### config.mk
export PLATFORM = sky130hd
export DESIGN_NAME = lcd_ctrl_flat
export DESIGN_NICKNAME = d
export VERILOG_FILES = /design/src/rtl/lcd_ctrl_if.sv /design/src/rtl/lcd_ctrl.sv /design/src/flat_wrapper.sv
export SDC_FILE = /design/constraint.sdc
export NUM_CORES = 1
export LEC_CHECK = 0
export ABC_AREA = 1
export BUFFER_PORTS_ARGS = -buffer_cell sky130_fd_sc_hd__buf_2
export CAP_MARGIN = 5
export CORE_MARGIN = 4
export CORE_UTILIZATION = 51
export CTS_CLUSTER_DIAMETER = 120
export CTS_CLUSTER_SIZE = 24
export DETAILED_ROUTE_END_ITERATION = 8
export HOLD_SLACK_MARGIN = 0.02
export PLACE_DENSITY = 0.85
export SLEW_MARGIN = 20
export SYNTH_ARGS = -nofsm -noshare
export SYNTH_HDL_FRONTEND = slang
export SYNTH_SLANG_ARGS = --single-unit
### constraint.sdc
create_clock -name Clk -period 2.2 [get_ports Clk]
set_input_delay 0.44 -clock Clk [delete_from_list [all_inputs] [get_ports Clk]]
set_output_delay 0.44 -clock Clk [all_outputs]
set_load 0.01 [all_outputs]
### src/rtl/lcd_ctrl_if.sv
// rtl/lcd_ctrl_if.sv - client write handshake between a host and the HD44780 controller
interface lcd_ctrl_if;
    logic       Req;
    logic       RsIn;
    logic [7:0] DataIn;
    logic       Ack;
    logic       Busy;
    logic       InitDone;

    modport master (
        output Req,
        output RsIn,
        output DataIn,
        input  Ack,
        input  Busy,
        input  InitDone
    );

    modport slave (
        input  Req,
        input  RsIn,
        input  DataIn,
        output Ack,
        output Busy,
        output InitDone
    );
endinterface

### src/rtl/lcd_ctrl.sv
// rtl/lcd_ctrl.sv - HD44780 8-bit write controller, Tick-paced; LCD_CTRL_INIT_EN adds power-up init sequence
module lcd_ctrl #(
    parameter int WaitTicks = 4,
    parameter int ClrTicks  = 130,
    parameter int PwrTicks  = 1200
) (
    input  logic       Clk,
    input  logic       Rst,
    input  logic       Tick,
    lcd_ctrl_if.slave  host,
    output logic       LcdE,
    output logic       LcdRs,
    output logic       LcdRw,
    output logic [7:0] LcdDb
);

    typedef enum logic [2:0] {
        IDLE  = 3'd0,
        SETUP = 3'd1,
        EHI   = 3'd2,
        HOLD  = 3'd3,
        WAIT  = 3'd4
`ifdef LCD_CTRL_INIT_EN
        ,
        PWR    = 3'd5,
        ISTART = 3'd6
`endif
    } state_t;

`ifdef LCD_CTRL_INIT_EN
    localparam state_t RST_STATE = PWR;
`else
    localparam state_t RST_STATE = IDLE;
`endif

    localparam logic [16:0] WAIT_N = 17'(WaitTicks);
    localparam logic [16:0] CLR_N  = 17'(ClrTicks);
    localparam logic [16:0] PWR_N  = 17'(PwrTicks);

    state_t      state_q, state_d;
    logic [15:0] cnt_q, cnt_d;
    logic        rs_q, rs_d;
    logic [7:0]  db_q, db_d;
    logic        init_done_q, init_done_d;

    logic [16:0] cnt_inc;
    logic [15:0] cnt_sat;
    logic [16:0] target;
    logic        long_cmd;
    logic        cnt_done;
    logic        accept;

`ifdef LCD_CTRL_INIT_EN
    logic [2:0]  idx_q, idx_d;
    logic [7:0]  init_cmd;

    always_comb begin
        init_cmd = 8'h01;
        case (idx_q)
            3'd0:    init_cmd = 8'h38;
            3'd1:    init_cmd = 8'h38;
            3'd2:    init_cmd = 8'h0C;
            3'd3:    init_cmd = 8'h06;
            default: init_cmd = 8'h01;
        endcase
    end
`endif

    // Clear and home need the long execution delay; everything else uses the short one.
    assign long_cmd = !rs_q && (db_q == 8'h01 || db_q == 8'h02);
    assign cnt_inc  = {1'b0, cnt_q} + 17'd1;
    assign cnt_sat  = (cnt_q == 16'hFFFF) ? cnt_q : cnt_q + 16'd1;
    assign target   = (state_q == WAIT) ? (long_cmd ? CLR_N : WAIT_N) : PWR_N;
    assign cnt_done = (cnt_inc >= target);
    assign accept   = (state_q == IDLE) && init_done_q && host.Req;

    always_comb begin
        state_d     = state_q;
        cnt_d       = cnt_q;
        rs_d        = rs_q;
        db_d        = db_q;
`ifdef LCD_CTRL_INIT_EN
        init_done_d = init_done_q;
        idx_d       = idx_q;
`else
        init_done_d = 1'b1;
`endif
        case (state_q)
`ifdef LCD_CTRL_INIT_EN
            PWR: begin
                if (Tick) begin
                    if (cnt_done) begin
                        cnt_d   = 16'd0;
                        state_d = ISTART;
                    end else begin
                        cnt_d = cnt_sat;
                    end
                end
            end
            ISTART: begin
                rs_d    = 1'b0;
                db_d    = init_cmd;
                state_d = SETUP;
            end
`endif
            IDLE: begin
                if (accept) begin
                    rs_d    = host.RsIn;
                    db_d    = host.DataIn;
                    state_d = SETUP;
                end
            end
            SETUP: if (Tick) state_d = EHI;
            EHI:   if (Tick) state_d = HOLD;
            HOLD: begin
                if (Tick) begin
                    cnt_d   = 16'd0;
                    state_d = WAIT;
                end
            end
            WAIT: begin
                if (Tick) begin
                    if (cnt_done) begin
                        cnt_d   = 16'd0;
                        state_d = IDLE;
`ifdef LCD_CTRL_INIT_EN
                        // During init, chain to the next table entry until the last one retires.
                        if (!init_done_q) begin
                            if (idx_q == 3'd4) begin
                                init_done_d = 1'b1;
                            end else begin
                                idx_d   = idx_q + 3'd1;
                                state_d = ISTART;
                            end
                        end
`endif
                    end else begin
                        cnt_d = cnt_sat;
                    end
                end
            end
            default: state_d = IDLE;
        endcase
    end

    always_ff @(posedge Clk or posedge Rst) begin
        if (Rst) begin
            state_q     <= RST_STATE;
            cnt_q       <= 16'd0;
            rs_q        <= 1'b0;
            db_q        <= 8'h00;
            init_done_q <= 1'b0;
`ifdef LCD_CTRL_INIT_EN
            idx_q       <= 3'd0;
`endif
        end else begin
            state_q     <= state_d;
            cnt_q       <= cnt_d;
            rs_q        <= rs_d;
            db_q        <= db_d;
            init_done_q <= init_done_d;
`ifdef LCD_CTRL_INIT_EN
            idx_q       <= idx_d;
`endif
        end
    end

    assign LcdE          = (state_q == EHI);
    assign LcdRs         = rs_q;
    assign LcdRw         = 1'b0;
    assign LcdDb         = db_q;
    assign host.Ack      = accept;
    assign host.Busy     = !init_done_q || (state_q != IDLE);
    assign host.InitDone = init_done_q;

endmodule

### src/flat_wrapper.sv
// flat-port wrapper written by rule: the top's interface ports become plain ports
module lcd_ctrl_flat 
#(
    parameter int WaitTicks = 4,
    parameter int ClrTicks  = 130,
    parameter int PwrTicks  = 1200
)
  (Clk, Rst, Tick, LcdE, LcdRs, LcdRw, LcdDb, host_Req, host_RsIn, host_DataIn, host_Ack, host_Busy, host_InitDone);
  lcd_ctrl_if host_i ();
  input  logic Clk;
  input  logic Rst;
  input  logic Tick;
  output logic LcdE;
  output logic LcdRs;
  output logic LcdRw;
  output logic [7:0] LcdDb;
  input wire logic [$bits(host_i.Req)-1:0] host_Req;
  input wire logic [$bits(host_i.RsIn)-1:0] host_RsIn;
  input wire logic [$bits(host_i.DataIn)-1:0] host_DataIn;
  output wire logic [$bits(host_i.Ack)-1:0] host_Ack;
  output wire logic [$bits(host_i.Busy)-1:0] host_Busy;
  output wire logic [$bits(host_i.InitDone)-1:0] host_InitDone;
  assign host_i.Req = host_Req;
  assign host_i.RsIn = host_RsIn;
  assign host_i.DataIn = host_DataIn;
  assign host_Ack = host_i.Ack;
  assign host_Busy = host_i.Busy;
  assign host_InitDone = host_i.InitDone;
  lcd_ctrl #(.WaitTicks(WaitTicks), .ClrTicks(ClrTicks), .PwrTicks(PwrTicks)) u_core (.Clk(Clk), .Rst(Rst), .Tick(Tick), .host(host_i), .LcdE(LcdE), .LcdRs(LcdRs), .LcdRw(LcdRw), .LcdDb(LcdDb));
endmodule
Yosys cells after proc, flatten, opt, wreduce, memory -nomap -nowiden
Cells that the tools add are included.
{ "totals": {"register_bits": 29, "latchBits": 0, "ram_bits": 0, "mem_bits_ro": 0, "inputBits": 13, "out_inout_bits": 14, "word_cells": 49, "memories": 0} }
{ "classes": {"n_addsub": 2, "n_mul": 0, "div_mod_pow": 0, "n_lt_le_gt_ge": 1, "eq_ne": 14, "shift": 0, "muxes": 14, "n_bitwise": 0, "reduce_logical": 13} }
{ "op_table": {"columns": ["op", "n"], "rows": [
  ["16-bit 2-to-1 mux", 4],
  ["16-bit one-hot mux with 2 select lines", 1],
  ["3-bit 2-to-1 mux", 6],
  ["16-bit by 1-bit adder with 17-bit output, second input constant", 1],
  ["17-bit >= comparator", 1],
  ["17-bit 2-to-1 mux", 1],
  ["16-bit by 1-bit adder with 16-bit output, second input constant", 1],
  ["16-bit == test, second input constant", 1],
  ["3-bit one-hot mux with 5 select lines", 1],
  ["2-bit inequality test, second input constant", 5],
  ["8-bit by 1-bit == test with 1-bit output, second input constant", 1],
  ["8-bit by 2-bit == test with 1-bit output, second input constant", 1],
  ["8-bit 2-to-1 mux", 1],
  ["3-bit by 2-bit == test with 1-bit output, second input constant", 2],
  ["6-bit AND reduction", 1],
  ["4-bit AND reduction", 1],
  ["3-bit by 1-bit == test with 1-bit output, second input constant", 1],
  ["3-bit == test, second input constant", 1],
  ["1-bit logical AND", 3],
  ["3-bit logical NOT", 1],
  ["3-bit by 2-bit inequality test with 1-bit output, second input constant", 1],
  ["3-bit nonzero test", 1],
  ["1-bit logical NOT", 2],
  ["1-bit logical OR", 2],
  ["3 further kinds", 3]
]} }

Longest topological paths before layout
{ "logic_depth": {"depth_word": 9, "depth_mapped": 17, "ltp_nobuf": 17} }

Worst setup path before layout
No wires, ideal clock.
{ "synth_timing": {"path_type": "register to register", "from": "reg u_core.cnt_q[0]", "to": "reg u_core.cnt_q[10]", "setup_time_ps": 65, "arrival_time_ps": 2166, "required_time_ps": 2135, "slack_ps": -31, "stages_incl_launch_ff": 17, "n_path_buf": 1, "synth_period_minus_slack_ps": 2231, "path_cell_list": "dfrtp_1 -> ha_1 -> nand2_1 -> nor2_2 -> nand2_1 -> nor2_1 -> xnor2_1 -> inv_1 -> ha_1 -> nor2_1 -> o21ai_0 -> nor2_1 -> nand2_1 -> nor3_4 -> buf_6 -> nand4_1 -> nand2_1"} }
{ "synth_via": {"elab_chain_cells": 5, "elab_cells_between_ends": 10, "classes_between": "add/sub: 2; order compare: 1; eq/ne: 2; mux: 4; reduce/logical: 1"} }
{ "synth_rtl": {"columns": ["element", "line", "text"], "rows": [
  ["start, declared", "lcd_ctrl.sv:41", "logic [15:0] cnt_q, cnt_d;"],
  ["start signal, assigned", "lcd_ctrl.sv:158", "cnt_q <= cnt_d;"],
  ["16-bit by 1-bit adder with 17-bit output / 16-bit by 1-bit adder with 16-bit output (equally long branches)", "lcd_ctrl.sv:71, lcd_ctrl.sv:72", null],
  ["17-bit >= comparator / 16-bit 2-to-1 mux (equally long branches)", "lcd_ctrl.sv:74, lcd_ctrl.sv:72", null],
  ["16-bit 2-to-1 mux", "lcd_ctrl.sv:123", "if (cnt_done) begin"],
  ["16-bit 2-to-1 mux", "lcd_ctrl.sv:122", "if (Tick) begin"],
  ["16-bit one-hot mux with 2 select lines", "lcd_ctrl.sv:88", "case (state_q)"]
]} }
Parallel ways exist; a longest one is shown, timed or not. The select of a mux whose other input is x is not followed.
A chain may end at the register's enable or synchronous reset.

Final worst setup path
{ "layout_timing": {"from": "reg u_core.cnt_q[1]", "to": "reg u_core.cnt_q[10]"} }
Same word-level chain as after synthesis.

==> reports/summary.txt <==
Outcome -> complete, but fails checks
Failing checks -> setup timing
Worst EP arrival -> 2.74 ns
Final WL -> 5250 um
Initial DRC count -> 209
Max-Cap Viols -> 0
CTS H-Tree Depth -> 2
Required time of the critical path -> 2.43 ns
Final HPWL DP -> 3260 um
DR vias/cell -> 5.47
Die X -> 68.4 um
Post-route setup slack -> -0.313 ns
Clock slew at reported path FFs -> 0.07 ns
CP max-delay cell -> dfrtp_1
CTS root buf -> clkbuf_8
Max frequency -> 0.398 GHz
Layout Cells excl Fill -> 374
Fin Hold WS -> 0.207 ns
Yosys top cell area share -> 39.0%
Register bit count reported by yosys -> 29
CORE AREA -> 3440 sq um
Gr ovfl total -> 0
Cell-by-cell listing of the critical path -> ha_4 > nand2_4 > nor2_4 > nand2_2 > nor2_4 > xnor2_2 > inv_2 > ha_4 > nor2_2 > o21ai_1 > nor2_1 > nand2_2 > nor3_4 > buf_6 > buf_16 > nand4_1 > nand2_1
Largest net degree at the start of global routing -> 30
Die Y -> 68.4 um
Initial antenna violation count -> 0
I/O pins -> 27
Vias in the first global route -> 1824
Syn_area_per_cell -> 6.95 sq um
Place WS -> -0.0492 ns
DR pass1 iterations -> 5
Worst skew pair latency -> 0.29 ns
First-pass GRT wire length -> 7910 um
Cts hold-fix bufs -> 0
Ranking of synthesized cells by area -> dfrtp_1 (39%), nand2_1 (20%), inv_1 (6.0%), nand3_1 (5.6%), nor2_1 (5.4%)
Worst Clk Skew -> 0.00947 ns
Critical-path maximum fanout -> 5
GRT Resource Usage Total -> 22.8%
Die area -> 4680 sq um
Fin crit share -> 114%
Routed len/inst -> 14.0 um
Via count -> 2044
Final Hold Viols -> 0
Number of clock sinks -> 29
# placed instances -> 353
Final instance area -> 2500 sq um
CP endpoint kind -> flop
Syn Inst Count -> 268
Max incr delay on CP -> 0.40 ns
DP Area -> 2170 sq um
Crit path launch type -> flop
Bufs on Longest Clock Path -> 2
Leak -> 1.35 nW
Worst vdd ir -> 0.754 mV
CTS tree -> done
PortBufs -> 25
Largest delay share family, worst path -> simple AND/OR/NAND/NOR gates
Fin. max-slew vios -> 0
CTS buffer count -> 5
Fillers -> 261
P per Cell Area -> 835 nW/um^2
RSZ-0062 raised after global routing -> yes
GP Congestion -> 0.879
Buf+Inv Stages, Crit Path -> 3
Syn nets -> 288
Area of the multi-input gates -> 1070 sq um
Warnings from Yosys -> 0
Initial Utilization -> 54.1%
Ant diodes -> 0
Setup violators final -> 14
Worst min path class -> input port to async pin
Share of layout cells above drive strength 1 -> 27.7%
Total power -> 2.09 mW
ANT nets after route -> 0
Final net count -> 347
FP Rows -> 21
Dominant cell type by area after synthesis -> dfrtp_1
Synthesized cell area -> 1860 sq um
DR DRC count -> 0
Crit Path Category -> flop to flop
Post-route minimum period -> 2.51 ns
Layout area overhead -> 34.4%
Cell variety after synth -> 27
Seq. cell area -> 727 sq um
Register area share after synthesis -> 39.0%
-- logic make-up (layout without fill, tap and decap cells) --
kind of cell               Yosys count  in the layout  synth area share, %
DFF                                 29             29                 39.0
buffers and inverters               37             97                 8.19
AOI/OAI and AO/OA                    8              8                 2.42
adders and majority gates            7              7                 4.70
and+or+nand+nor                    179            179                 42.5
other                                2              2                0.403
xor gates and xnor gates             6              6                 2.82
-- what timing repair did --
item	in CTS	in global routing
cloned	1	0
gates resized for setup	11	14
endpoints found under the setup margin	14	14
pin swaps	1	14
buffers inserted	10	2
-- cell type report --
class	instances	area share, %
clock inverters	2	1.50
well taps	46	2.30
multi-input cells	202	42.9
inverters	32	4.80
flip-flops and latches	29	29.0
repair buffers	57	16.2
clock buffers	6	3.30
-- cell usage in the layout (no fill, tap or decap), types with 2 or more instances in the layout --
cell type  synthesis  final
clkbuf_8           0      6
dfrtp_1           29     28
nor3_1             3      3
buf_4              1     28
nand4_1           15     15
nand2_1           99     94
xnor2_1            3      2
xor2_1             3      2
a21oi_1            2      2
buf_2              2     25
nor2_2             5      5
clkinv_1           2      2
nor2_4             0      2
nor2_1            27     25
and2_1             2      2
conb_1             2      2
nand3_2            1      3
buf_6              1      2
o21ai_1            0      2
a31oi_1            2      2
nand3_1           21     19
ha_4               0      2
nand2_2            3      7
ha_1               7      5
nor3_4             1      2
inv_1             30     29
-- metal layers --
layer | GRT usage, % | part of all wire, % | vias to the layer above
li1 | - | - | 967
met1 | 27.3 | 41 | 929
met2 | 37.3 | 47 | 118
met3 | 5.42 | 7.8 | 30
met4 | 12.7 | 4.6 | 0
met5 | 0 | 0 | -
-- cell usage after synthesis, drive strengths merged --
library cell,instances
conb,2
o21ai,3
dfrtp,29
o21bai,1
xor2,3
ha,7
nor2,32
clkinv,2
buf,4
a31oi,2
nand3,22
xnor2,3
nor4,1
clkbuf,1
and2,2
nand4,15
nand2,102
a21oi,2
nor3,5
inv,30
-- state kept, by name, summed over array words and instances (netlist names) --
signal                count
u_core.LcdRs              1
u_core.host.InitDone      1
u_core.LcdDb              8
u_core.state_q            3
u_core.cnt_q             16
-- tightest hold or removal path: stages --
cell	delay, ns
buf_2	0.09
inv_1	0.04
buf_4	0.33
-- worst paths after layout --
path                                             start                            to  slack, ns  depth (start not counted)
max in group asynchronous                          Rst   u_core.cnt_q[0]$_DFFE_PP0P_       1.70                          3
min in group Clk                        host_DataIn[2]   u_core.LcdDb[2]$_DFFE_PP0P_       0.35                          3
max reg2reg                u_core.cnt_q[1]$_DFFE_PP0P_  u_core.cnt_q[10]$_DFFE_PP0P_      -0.31                         17
min reg2reg                u_core.LcdDb[3]$_DFFE_PP0P_   u_core.LcdDb[3]$_DFFE_PP0P_       0.51                          2
min                                                Rst      u_core.LcdRs$_DFFE_PP0P_       0.21                          3
max                        u_core.cnt_q[1]$_DFFE_PP0P_  u_core.cnt_q[10]$_DFFE_PP0P_      -0.31                         17
-- through the flow --
step | TNS [ns] | util, %
floorplan | 0 | -
global route | -4.30 | 72.7
CTS | -0.0868 | 70.7
detailed placement | -0.464 | 63.0
finish | -2.94 | 72.7
global placement | 0 | 63.0
-- where the power goes --
part | total [mW] | internal [mW] | switching (mW)
combinational | 0.732 | 0.291 | 0.441
clock | 0.587 | 0.368 | 0.219
sequential | 0.773 | 0.661 | 0.112
Power figures use the tool's default switching activity.
